<file path="src/rtl/tm1638_display_arbiter.sv">
// tm1638_display_arbiter
// Collects display frames (64 segment bits + 8 LED bits) from several
// producers, keeps the newest frame per producer, and hands them one at a
// time to a TM1638 driver using round-robin arbitration. After each issue the
// arbiter waits for the driver to report busy and then idle again (or for an
// acknowledge timeout), optionally enforces an idle gap, and only then grants
// the next pending frame.

module tm1638_display_arbiter #(
    parameter int NUM_SRC        = 2,
    parameter int MIN_GAP_CYCLES = 0,
    parameter int ACK_TIMEOUT    = 15
) (
    input  logic                 i_Clk,
    input  logic                 i_Rst,
    input  logic [NUM_SRC*64-1:0] i_Segments,
    input  logic [NUM_SRC*8-1:0] i_Leds,
    input  logic [NUM_SRC-1:0]   i_Valid,
    input  logic                 i_Busy,
    output logic [63:0]          o_Segments,
    output logic [7:0]           o_Leds,
    output logic                 o_Valid,
    output logic [NUM_SRC-1:0]   o_Grant,
    output logic [NUM_SRC-1:0]   o_Drop,
    output logic                 o_Timeout
);

    localparam int IDX_W   = (NUM_SRC > 1) ? $clog2(NUM_SRC) : 1;
    // One shared counter serves both the acknowledge timeout and the gap;
    // sized for the larger of the two plus headroom so it never wraps.
    localparam int CNT_MAX = (ACK_TIMEOUT > MIN_GAP_CYCLES) ? ACK_TIMEOUT : MIN_GAP_CYCLES;
    localparam int CNT_W   = $clog2(CNT_MAX + 2);
    localparam logic [CNT_W-1:0] ACK_LAST = CNT_W'((ACK_TIMEOUT > 0) ? ACK_TIMEOUT - 1 : 0);
    localparam logic [CNT_W-1:0] GAP_LAST = CNT_W'((MIN_GAP_CYCLES > 0) ? MIN_GAP_CYCLES - 1 : 0);
    localparam logic [IDX_W-1:0] LAST_IDX = IDX_W'(NUM_SRC - 1);

    typedef enum logic [1:0] {
        S_IDLE,
        S_WAIT_ACK,
        S_WAIT_DONE,
        S_GAP
    } state_t;

    // Per-source views of the flattened input buses
    logic [63:0] src_seg [NUM_SRC];
    logic [7:0]  src_led [NUM_SRC];

    genvar gi;
    generate
        for (gi = 0; gi < NUM_SRC; gi++) begin : g_src
            assign src_seg[gi] = i_Segments[gi*64 +: 64];
            assign src_led[gi] = i_Leds[gi*8 +: 8];
        end
    endgenerate

    // Frame buffers and bookkeeping
    logic [63:0]        seg_buf_q [NUM_SRC];
    logic [7:0]         led_buf_q [NUM_SRC];
    logic [NUM_SRC-1:0] pend_q;
    logic [NUM_SRC-1:0] drop_q;
    logic [IDX_W-1:0]   rr_q;

    // Registered driver-facing outputs
    logic [63:0]        seg_out_q;
    logic [7:0]         led_out_q;
    logic [NUM_SRC-1:0] grant_q;
    logic               valid_q;
    logic               timeout_q;

    // FSM state and shared cycle counter
    state_t             state_q, state_d;
    logic [CNT_W-1:0]   cnt_q, cnt_d;
    logic               grant_now;
    logic               timeout_d;

    // Arbitration result
    logic               pick_found;
    logic [IDX_W-1:0]   pick_idx;
    logic [NUM_SRC-1:0] pick_onehot;
    logic [NUM_SRC-1:0] issue_vec;

    // Round-robin search: first pending source at or after the pointer
    always_comb begin
        int cand;
        pick_found  = 1'b0;
        pick_idx    = '0;
        pick_onehot = '0;
        cand        = 0;
        for (int off = 0; off < NUM_SRC; off++) begin
            cand = int'(rr_q) + off;
            if (cand >= NUM_SRC) begin
                cand = cand - NUM_SRC;
            end
            if (!pick_found && pend_q[cand]) begin
                pick_found        = 1'b1;
                pick_idx          = IDX_W'(cand);
                pick_onehot[cand] = 1'b1;
            end
        end
    end

    assign issue_vec = grant_now ? pick_onehot : '0;

    // Next-state logic for the issue/acknowledge/done/gap handshake
    always_comb begin
        state_d   = state_q;
        cnt_d     = cnt_q;
        grant_now = 1'b0;
        timeout_d = 1'b0;
        case (state_q)
            S_IDLE: begin
                if (pick_found && !i_Busy) begin
                    grant_now = 1'b1;
                    state_d   = S_WAIT_ACK;
                    cnt_d     = '0;
                end
            end
            S_WAIT_ACK: begin
                if (i_Busy) begin
                    state_d = S_WAIT_DONE;
                    cnt_d   = '0;
                end else if (cnt_q == ACK_LAST) begin
                    timeout_d = 1'b1;
                    state_d   = (MIN_GAP_CYCLES == 0) ? S_IDLE : S_GAP;
                    cnt_d     = '0;
                end else begin
                    cnt_d = cnt_q + 1'b1;
                end
            end
            S_WAIT_DONE: begin
                if (!i_Busy) begin
                    state_d = (MIN_GAP_CYCLES == 0) ? S_IDLE : S_GAP;
                    cnt_d   = '0;
                end
            end
            S_GAP: begin
                if (cnt_q == GAP_LAST) begin
                    state_d = S_IDLE;
                    cnt_d   = '0;
                end else begin
                    cnt_d = cnt_q + 1'b1;
                end
            end
            default: begin
                state_d = S_IDLE;
                cnt_d   = '0;
            end
        endcase
    end

    // State register
    always_ff @(posedge i_Clk) begin
        if (i_Rst) begin
            state_q <= S_IDLE;
            cnt_q   <= '0;
        end else begin
            state_q <= state_d;
            cnt_q   <= cnt_d;
        end
    end

    // Frame capture, pending/drop tracking and output loading on grant.
    // A source strobing on its own grant edge gets its old frame issued and
    // the new one kept pending; that is not a drop.
    always_ff @(posedge i_Clk) begin
        if (i_Rst) begin
            for (int k = 0; k < NUM_SRC; k++) begin
                seg_buf_q[k] <= '0;
                led_buf_q[k] <= '0;
            end
            pend_q    <= '0;
            drop_q    <= '0;
            rr_q      <= '0;
            seg_out_q <= '0;
            led_out_q <= '0;
            grant_q   <= '0;
            valid_q   <= 1'b0;
            timeout_q <= 1'b0;
        end else begin
            valid_q   <= grant_now;
            timeout_q <= timeout_d;
            if (grant_now) begin
                seg_out_q <= seg_buf_q[pick_idx];
                led_out_q <= led_buf_q[pick_idx];
                grant_q   <= pick_onehot;
                rr_q      <= (pick_idx == LAST_IDX) ? '0 : pick_idx + 1'b1;
            end
            for (int k = 0; k < NUM_SRC; k++) begin
                drop_q[k] <= i_Valid[k] & pend_q[k] & ~issue_vec[k];
                if (i_Valid[k]) begin
                    seg_buf_q[k] <= src_seg[k];
                    led_buf_q[k] <= src_led[k];
                    pend_q[k]    <= 1'b1;
                end else if (issue_vec[k]) begin
                    pend_q[k]    <= 1'b0;
                end
            end
        end
    end

    assign o_Segments = seg_out_q;
    assign o_Leds     = led_out_q;
    assign o_Valid    = valid_q;
    assign o_Grant    = grant_q;
    assign o_Drop     = drop_q;
    assign o_Timeout  = timeout_q;

endmodule

</file>
<file path="config.mk">
export PLATFORM = sky130hd
export DESIGN_NAME = tm1638_display_arbiter
export DESIGN_NICKNAME = d
export VERILOG_FILES = /design/src/rtl/tm1638_display_arbiter.sv
export SDC_FILE = /design/constraint.sdc
export NUM_CORES = 1
export LEC_CHECK = 0
export ABC_AREA = 1
export BUFFER_PORTS_ARGS = -buffer_cell sky130_fd_sc_hd__buf_4
export CORE_MARGIN = 2
export CORE_UTILIZATION = 55
export DETAILED_ROUTE_END_ITERATION = 8
export HOLD_SLACK_MARGIN = 0.03
export PLACE_DENSITY = 0.81
export SETUP_SLACK_MARGIN = 0.15
export SLEW_MARGIN = 20
export SYNTH_ARGS = -nofsm -noshare
export SYNTH_HDL_FRONTEND = slang
export SYNTH_SLANG_ARGS = --single-unit
</file>
<file path="constraint.sdc">
create_clock -name i_Clk -period 6.2 [get_ports i_Clk]
set_input_delay 1.24 -clock i_Clk [delete_from_list [all_inputs] [get_ports i_Clk]]
set_output_delay 1.24 -clock i_Clk [all_outputs]
set_load 0.005 [all_outputs]
</file>
==> flow_summary.json <==
{
  "status": "finished clean",
  "cts_tree": "built",
  "ant_nets": 0,
  "power_mw": 3.84,
  "die_width_microns": 137,
  "syn_nets": 1257,
  "wl_microns": 22500,
  "antenna_found_initial": 0,
  "synth_top_area_cell": "edfxtp_1",
  "fin_crit_ns": 2.90,
  "crit_type": "in -> reg",
  "synth_warnings": 0,
  "grt_pass1_vias": 7365,
  "synthCells": 1105,
  "slew_violations": 0,
  "fp-row-count": 48,
  "holdCritPathClass": "reg -> reg",
  "start_kind": "primary input",
  "avgSynthCellArea_sq_um": 8.74,
  "synth_edf_count": 144,
  "crit_fanout": 79,
  "fin_crit_sh": 0.468,
  "synth_top_area_frac": 0.448,
  "setup_violations": 0,
  "dpl.hpwl_microns": 13500,
  "dieArea_sq_um": 18600,
  "synth_area_leaders": "edfxtp_1 (45%), dfxtp_1 (18%), nor2_1 (12%)",
  "fmax_ghz": 0.345,
  "grt_util_all_layers": 0.239,
  "fillers": 1341,
  "drive_above_1_share": 0.209,
  "overflow": 0,
  "synth_common_cells": "nor2_1 (302), nand2_1 (251), inv_1 (156), edfxtp_1 (144), dfxtp_1 (88)",
  "placed_cell_area_sq_um": 11400,
  "ir_drop_uv": 231,
  "finClkSkew_ns": 0.0135,
  "rr_endpoint": "o_Segments[62]",
  "cts.path.max_buffers": 3,
  "hold_viol": 0,
  "power_density_nw_per_um2": 317,
  "h-tree-depth": 1,
  "area_growth_pct": 25.6,
  "initial_utilization": 0.560,
  "place.gp.congestion": 0.821,
  "clk_latency_ns": 0.51,
  "route.detailed.drc": 0,
  "worstMarginPinSlew_ns": 1.06,
  "ctsHoldBuffers": 0,
  "portBuffers": 226,
  "design_area_sq_um": 12100,
  "grt_max_degree": 86,
  "slew_headroom": 0.296,
  "ys.flop_type": "edfxtp_1",
  "cts-root-buf": "clkbuf_16",
  "synth_most_common_cell": "nor2_1",
  "ys_async_sr_fraction": 0,
  "first_pass_iters": 5,
  "ios": 227,
  "setup.worst_path.end": "seg_buf_q[1][55]",
  "required_ns": 6.21,
  "multi_input_area_sq_um": 2670,
  "antenna_cells": 0,
  "dieHeight_microns": 137,
  "rsz0062_at_grt": "false",
  "synthesis.area_sq_um": 9660,
  "cp-startpoint": "i_Rst",
  "place_ws_ns": 2.80,
  "rrSetupSlack_ns": 3.78,
  "grt_pass1_wl_microns": 35100,
  "cts.repair.resized": 0,
  "ys_seq_area_frac": 0.630,
  "seqCellArea_sq_um": 6090,
  "vias": 7532,
  "fin_ws_ns": 3.30,
  "yosys_register_bits": 232,
  "setup_tns_ns": 0,
  "clock-sinks": 232,
  "fin_nets": 1460,
  "leakage_nw": 6.16,
  "dr.first_iter.drc_count": 588,
  "vias_per_cell": 4.86,
  "core_sq_um": 17200,
  "end_kind": "flip-flop",
  "reg2reg_from": "rr_q",
  "drv_cap": 0,
  "synth.distinct_cells": 26,
  "drt-wirelength-per-cell_microns": 14.5,
  "post_cts_buffers": 0,
  "reg2regPathDepth": 7,
  "critPathArrivalTime_ns": 2.91,
  "cts_made_buffers": 24,
  "clkTransAtPathRegs_ns": 0.06
}
flip-flops by register name, summed over array words and instances (netlist names):
register,flops
rr_q,1
led_buf_q,16
o_Leds,8
seg_buf_q,128
pend_q,2
cnt_q,5
o_Drop,2
o_Segments,64
o_Valid,1
o_Timeout,1
state_q,2
o_Grant,2
worst max-delay path, stage by stage:
cell	delay, ns
buf_4	0.16
inv_2	0.09
buf_4	0.62
nand2_4	0.72
cell usage in the layout, fill, tap and decap left out, drive strengths merged:
cell,n
nor4,1
a31oi,1
xnor2,1
nand4,3
o21ai,78
nor2,304
nand3,7
a21oi,5
clkbuf,35
ha,3
nand2,251
edfxtp,144
or2,1
o21bai,1
inv,162
nor3,1
buf,232
dfxtp,88
clkinv,8
report_power, final:
group | total (mW) | internal [mW] | switching [mW]
clock network | 1.35 | 0.776 | 0.572
registers | 1.90 | 1.82 | 0.0774
logic | 0.597 | 0.257 | 0.341
cell families (layout without fill, tap and decap cells):
logic type,count (synthesis),count (layout),share of synthesized area
buffers and inverters,216,437,0.0960
AO/OA/AOI/OAI,85,85,0.0448
XOR/XNOR,1,1,0.000907
adder cells (fa/ha/maj),3,3,0.00389
AND/OR/NAND/NOR,568,568,0.224
flip-flops,232,232,0.630
stage by stage:
stage | utilization | cells | hold slack [ns]
6_report | 0.703 | 1551 | 0.476
5_1_grt | 0.703 | 1551 | 0.507
3_5_place_dp | 0.660 | 1507 | 0.465
3_3_place_gp | 0.660 | 1507 | 0.453
2_1_floorplan | - | 1105 | 0.456
4_1_cts | 0.703 | 1551 | 0.482
worst min-delay path by stage:
stage | startpoint | end | cells past startpoint
after floorplan | o_Grant[0] | o_Grant[0] | 2
after global placement | o_Grant[1] | o_Grant[1] | 2
after detailed placement | o_Grant[1] | o_Grant[1] | 2
after CTS | o_Grant[0] | o_Grant[0] | 2
after global routing | o_Grant[0] | o_Grant[0] | 2
final | o_Grant[0] | o_Grant[0] | 2
routing by layer:
layer	GRT usage	routed length, microns	share of wire
met5	0	0	0
met4	0.100	836	0.037
met3	0.0311	1440	0.064
met2	0.409	11200	0.50
met1	0.308	9040	0.40
area by class of cell:
type	instances	share of cell area
Tap cell	225	0.0232
Timing Repair Buffer	232	0.144
Sequential cell	232	0.502
Clock inverter	9	0.00382
Multi-Input combinational cell	657	0.220
Inverter	161	0.0501
Clock buffer	35	0.0572
Note: power is estimated with default switching activity, not from simulation.
